**src/rtl/alien_wave_controller.sv**
```systemverilog
// ---------------------------------------------------------------------------
// alien_wave_controller
//
// Game-flow sequencer for the alien-invaders screen. Tracks the alien count
// of the current wave, the player's remaining lives and the wave number. It
// also decides when a wave is cleared, when the game is over and when a new
// game may start. The between-wave pause and the game-over hold are measured
// in video frames.
//
// Ports:
//   clk                 system clock, all logic on the rising edge
//   resetN              synchronous reset, active high (1 = reset)
//   startOfFrame        one-cycle pulse per video frame
//   startKey            start request (level), only honoured while idle
//   alienHit            one-cycle pulse per alien destroyed
//   playerHit           one-cycle pulse per player hit
//   alienReachedBottom  level, alien matrix touched the bottom border
//   playGame            high while a wave is played or being cleared
//   matrixDefeated      one-cycle pulse on the first cycle of a wave clear
//   level               current wave number, 0-based, saturating
//   lives               remaining lives
//   aliensLeft          aliens remaining in the current wave
//   gameOver            high while the game-over screen is held
// ---------------------------------------------------------------------------
module alien_wave_controller #(
   parameter int ALIEN_COUNT           = 32,
   parameter int START_LIVES           = 3,
   parameter int CLEAR_DELAY_FRAMES    = 60,
   parameter int GAMEOVER_DELAY_FRAMES = 120,
   parameter int MAX_LEVEL             = 7
) (
   input  logic       clk,
   input  logic       resetN,
   input  logic       startOfFrame,
   input  logic       startKey,
   input  logic       alienHit,
   input  logic       playerHit,
   input  logic       alienReachedBottom,
   output logic       playGame,
   output logic       matrixDefeated,
   output logic [2:0] level,
   output logic [1:0] lives,
   output logic [5:0] aliensLeft,
   output logic       gameOver
);

   // The frame counter is shared by both timed states, so it is sized for
   // the longer of the two delays.
   localparam int MAX_DELAY = (CLEAR_DELAY_FRAMES > GAMEOVER_DELAY_FRAMES) ?
                              CLEAR_DELAY_FRAMES : GAMEOVER_DELAY_FRAMES;
   localparam int FW = $clog2(MAX_DELAY + 1);

   localparam logic [5:0]    ALIENS_INIT = 6'(ALIEN_COUNT);
   localparam logic [1:0]    LIVES_INIT  = 2'(START_LIVES);
   localparam logic [2:0]    LEVEL_TOP   = 3'(MAX_LEVEL);
   localparam logic [FW-1:0] CLEAR_LAST  = FW'(CLEAR_DELAY_FRAMES - 1);
   localparam logic [FW-1:0] OVER_LAST   = FW'(GAMEOVER_DELAY_FRAMES - 1);

   typedef enum logic [1:0] {
      IDLE,
      PLAY,
      CLEAR,
      GAMEOVER
   } stateT;

   stateT         state;
   logic [FW-1:0] frameCount;

   logic [5:0] aliensAfterHit;
   logic [1:0] livesAfterHit;
   logic [2:0] nextLevel;
   logic       waveCleared;
   logic       lastLifeLost;
   logic       gameOverCause;

   // Outcome of the current PLAY cycle, computed from the hit inputs. An
   // alien hit and a non-fatal player hit in the same cycle are both applied.
   // A hit on an empty wave is dropped rather than wrapping the count.
   // Losing the last life or reaching the bottom ends the game. That cause
   // outranks a simultaneous wave clear.
   always_comb begin
      aliensAfterHit = aliensLeft;
      waveCleared    = 1'b0;
      livesAfterHit  = lives;
      lastLifeLost   = 1'b0;
      nextLevel      = (level >= LEVEL_TOP) ? LEVEL_TOP : level + 3'd1;
      if (alienHit && (aliensLeft != 6'd0)) begin
         aliensAfterHit = aliensLeft - 6'd1;
         waveCleared    = (aliensLeft == 6'd1);
      end
      if (playerHit) begin
         if (lives > 2'd1) begin
            livesAfterHit = lives - 2'd1;
         end else begin
            livesAfterHit = 2'd0;
            lastLifeLost  = 1'b1;
         end
      end
      gameOverCause = alienReachedBottom || lastLifeLost;
   end

   // Main game sequencer. All outputs are registered and change together
   // with the state. matrixDefeated defaults low each cycle, so it is high
   // only on the cycle right after the transition into CLEAR. The frame
   // counter is zeroed on every state entry. It advances only on
   // startOfFrame pulses in the two timed states.
   always_ff @(posedge clk) begin
      if (resetN) begin
         state          <= IDLE;
         playGame       <= 1'b0;
         matrixDefeated <= 1'b0;
         gameOver       <= 1'b0;
         level          <= 3'd0;
         lives          <= LIVES_INIT;
         aliensLeft     <= ALIENS_INIT;
         frameCount     <= '0;
      end else begin
         matrixDefeated <= 1'b0;
         case (state)
            IDLE: begin
               if (startKey) begin
                  state      <= PLAY;
                  playGame   <= 1'b1;
                  aliensLeft <= ALIENS_INIT;
                  lives      <= LIVES_INIT;
                  level      <= 3'd0;
                  frameCount <= '0;
               end
            end
            PLAY: begin
               aliensLeft <= aliensAfterHit;
               lives      <= livesAfterHit;
               if (gameOverCause) begin
                  state      <= GAMEOVER;
                  playGame   <= 1'b0;
                  gameOver   <= 1'b1;
                  frameCount <= '0;
               end else if (waveCleared) begin
                  state          <= CLEAR;
                  matrixDefeated <= 1'b1;
                  frameCount     <= '0;
               end
            end
            CLEAR: begin
               if (startOfFrame) begin
                  if (frameCount == CLEAR_LAST) begin
                     state      <= PLAY;
                     aliensLeft <= ALIENS_INIT;
                     level      <= nextLevel;
                     frameCount <= '0;
                  end else begin
                     frameCount <= frameCount + 1'b1;
                  end
               end
            end
            GAMEOVER: begin
               if (startOfFrame) begin
                  if (frameCount == OVER_LAST) begin
                     state      <= IDLE;
                     gameOver   <= 1'b0;
                     frameCount <= '0;
                  end else begin
                     frameCount <= frameCount + 1'b1;
                  end
               end
            end
            default: begin
               state <= IDLE;
            end
         endcase
      end
   end

endmodule

```
**config.mk**
```make
export PLATFORM = sky130hd
export DESIGN_NAME = alien_wave_controller
export DESIGN_NICKNAME = d
export VERILOG_FILES = /design/src/rtl/alien_wave_controller.sv
export SDC_FILE = /design/constraint.sdc
export NUM_CORES = 1
export LEC_CHECK = 0
export BUFFER_PORTS_ARGS = -buffer_cell sky130_fd_sc_hd__buf_2
export CORE_ASPECT_RATIO = 1.5
export CORE_MARGIN = 1.5
export CORE_UTILIZATION = 40
export CTS_BUF_LIST = sky130_fd_sc_hd__clkbuf_16
export CTS_CLUSTER_SIZE = 16
export DETAILED_ROUTE_END_ITERATION = 8
export GPL_ROUTABILITY_DRIVEN = 0
export MAX_ROUTING_LAYER = met4
export PLACE_DENSITY_LB_ADDON = 0.3
export RECOVER_POWER = 100
export SLEW_MARGIN = 20
export SYNTH_ARGS = -nofsm -noshare
export SYNTH_HDL_FRONTEND = slang
export SYNTH_SLANG_ARGS = --single-unit
export TNS_END_PERCENT = 10
```
**constraint.sdc**
```tcl
create_clock -name clk -period 2.2 [get_ports clk]
set_input_delay 0.11 -clock clk [delete_from_list [all_inputs] [get_ports clk]]
set_output_delay 0.11 -clock clk [all_outputs]
set_load 0.005 [all_outputs]
```
==> flow_summary.json <==
{
  "synthesis.area_um2": 1310,
  "total_power_w": 0.00162,
  "max_freq_mhz": 532,
  "rsz0062_at_grt": "no",
  "path_max_fanout": 11,
  "synth-main-ff-cell": "dfxtp_1",
  "fin_worst_skew_ns": 0.00295,
  "min_path_type": "input port to flip-flop",
  "clockRootBuffer": "clkbuf_16",
  "die-area_um2": 3640,
  "drt_pre_antenna_iters": 4,
  "synth_edf_count": 0,
  "yosys_warnings": 0,
  "crit_arrival_ns": 2.02,
  "syn-num-nets": 171,
  "antenna_cells": 0,
  "antenna_found_initial": 0,
  "fp-row-count": 25,
  "hpwl_mm": 2.34,
  "synth_xor_area_share_pct": 0,
  "p_switching_w": 0.000628,
  "cap_viol_max_count": 0,
  "netlist_instances": 158,
  "hold_viol": 0,
  "grt_max_degree": 18,
  "internal_power_w": 0.000988,
  "start_util_pct": 41.9,
  "die_x_um": 49.8,
  "remaining_drc_errors": 0,
  "sw_frac_of_total_pct": 38.8,
  "core_area_um2": 3130,
  "yosys-top-cells-area": "dfxtp_1, ha_1, o21ai_0, nor2_1, a21oi_1",
  "synth_seq_cells": 23,
  "die_h_um": 73.1,
  "drive_above_1_share_pct": 14.6,
  "path_clk_slew_ns": 0.06,
  "gr-total-overflow": 0,
  "whs_ns": 0.0846,
  "synth_top_family_by_area": "simple AND/OR/NAND/NOR gates",
  "status": "finished, final reports clean",
  "power_frac_clock_pct": 24.0,
  "track_usage_pct": 19.0,
  "drt-initial-drc-count": 38,
  "path_class": "flip-flop to flip-flop",
  "async_flop_share_pct": 0,
  "critPathRequiredTime_ns": 2.34,
  "cts_tree": "yes",
  "cts.sinks": 23,
  "pin_count": 21,
  "ir_worst_vdd_mv": 0.444,
  "clk_latency_ns": 0.26,
  "avgSynthCellArea_um2": 8.30,
  "crit_path_end_kind": "flip-flop",
  "area_growth_pct": 14.9,
  "power_leakage_nw": 0.562,
  "worstMarginPinSlew_ns": 0.469,
  "ctsLongestPathBuffers": 2,
  "power_frac_comb_pct": 39.7,
  "synth_top_cell_by_area": "dfxtp_1",
  "ant_nets": 0,
  "synth-adder-area-share_pct": 5.73,
  "htreeDepth": 1,
  "layout.nets": 192,
  "synth_mux_area_share_pct": 1.53,
  "wire_per_inst_um": 14.1,
  "slew_headroom_pct": 68.7,
  "netlist.area_leader.share_pct": 35.1,
  "seqPwrFrac_pct": 36.4,
  "setup.worst_path.start_class": "flip-flop",
  "fin_crit_sh_pct": 85.4,
  "cts_buffers": 3,
  "synth.distinct_cells": 44,
  "min_period_ns": 1.88,
  "cts_setup_buffers": 0,
  "port_buffers": 20,
  "vias": 1282,
  "report.final.slew_viol_count": 0,
  "totalWireLength_mm": 3.07,
  "tns_ns": 0,
  "synthSimpleGateAreaFrac_pct": 28.1,
  "setup-violations-final": 0,
  "synth_compound_area_share_pct": 24.5,
  "viasPerCell": 5.88,
  "power.density_nw_per_um2": 1070,
  "cts_resized": 0,
  "grt_pass1_vias": 1256,
  "cts_hold_buf": 0,
  "grt_pass1_wl_mm": 5.18,
  "synth_sequential_area_ratio_pct": 35.1
}
-- cells by family (layout without fill, tap and decap cells) --
kind of cell	Yosys count	in the layout
mux	2	2
simple gates	65	65
flops	23	23
compound gates	47	47
buf+inv	15	35
fa+ha+maj	6	6
-- path summary, 6_finish.rpt --
check / startpoint / endpoint / slack [ns] / cells after the start
setup / recovery: aliensLeft[0] / state[0] / 0.32 / 5
hold reg to reg: frameCount[1] / frameCount[1] / 0.48 / 2
hold / removal: startOfFrame / gameOver / 0.08 / 2
setup reg to reg: aliensLeft[0] / state[0] / 0.32 / 5
-- cells in the final DEF, fill, tap and decap left out, drive strengths merged, types with 3 or more instances in the layout --
| master | count |
|---|---|
| dfxtp | 23 |
| buf | 17 |
| nor2 | 15 |
| nand2 | 13 |
| o21ai | 13 |
| inv | 10 |
| a21oi | 10 |
| nand3 | 9 |
| clkbuf | 8 |
| ha | 6 |
| nand2b | 5 |
| nand4b | 5 |
| o211ai | 4 |
| nor3b | 3 |
| nor3 | 3 |
-- routing by layer --
metal	global-route usage (%)	share of wire (%)	up-vias
li1	-	-	620
met1	19.6	40	614
met2	33.0	53	41
met3	2.66	4.6	7
met4	13.0	2.5	0
met5	-	0	-
-- synthesized netlist by cell type, drive strengths merged, types with 3 or more instances --
cell type  instances
dfxtp             23
nor2              15
nand2             13
o21ai             13
a21oi             10
inv                9
nand3              9
ha                 6
nand2b             5
nand4b             5
o211ai             4
buf                3
clkbuf             3
nor3               3
nor3b              3
-- critical path, cell delays in order, from the launching register on --
cell	delay (ns)
dfxtp_1	0.38
inv_1	0.10
ha_1	0.24
nand4b_1	0.24
a32o_1	0.42
o311a_1	0.39
-- metrics by stage --
stage                     utilization (%)  worst slack, ns  cell area, µm²  cells
after floorplan                         -            0.539            1310    158
after global placement               46.2            0.401            1440    214
after detailed placement             46.2            0.341            1440    214
after CTS                            48.7            0.320            1520    218
after global routing                 48.2            0.123            1510    218
final                                48.2            0.321            1510    218
-- state kept, by name, summed over array words and instances, names as in the netlist --
name            count
frameCount          7
state               2
level               3
lives               2
matrixDefeated      1
aliensLeft          6
playGame            1
gameOver            1
-- final cells by class --
type,instances,area [µm²]
Fill cell,320,1620
Clock inverter,1,3.75
Tap cell,40,50.0
Multi-Input combinational cell,120,778
Timing Repair Buffer,22,105
Inverter,9,33.8
Clock buffer,3,75.1
Sequential cell,23,460
-- power by group through the flow --
stage,combinational (W),clock [W],sequential [W]
floorplan,0.000511,0,0.000571
global placement,0.000632,0,0.000592
detailed placement,0.000655,0,0.000598
CTS,0.000658,0.000395,0.000588
global route,0.000720,0.000416,0.000604
finish,0.000641,0.000388,0.000587
(Power assumes the default switching activity.)
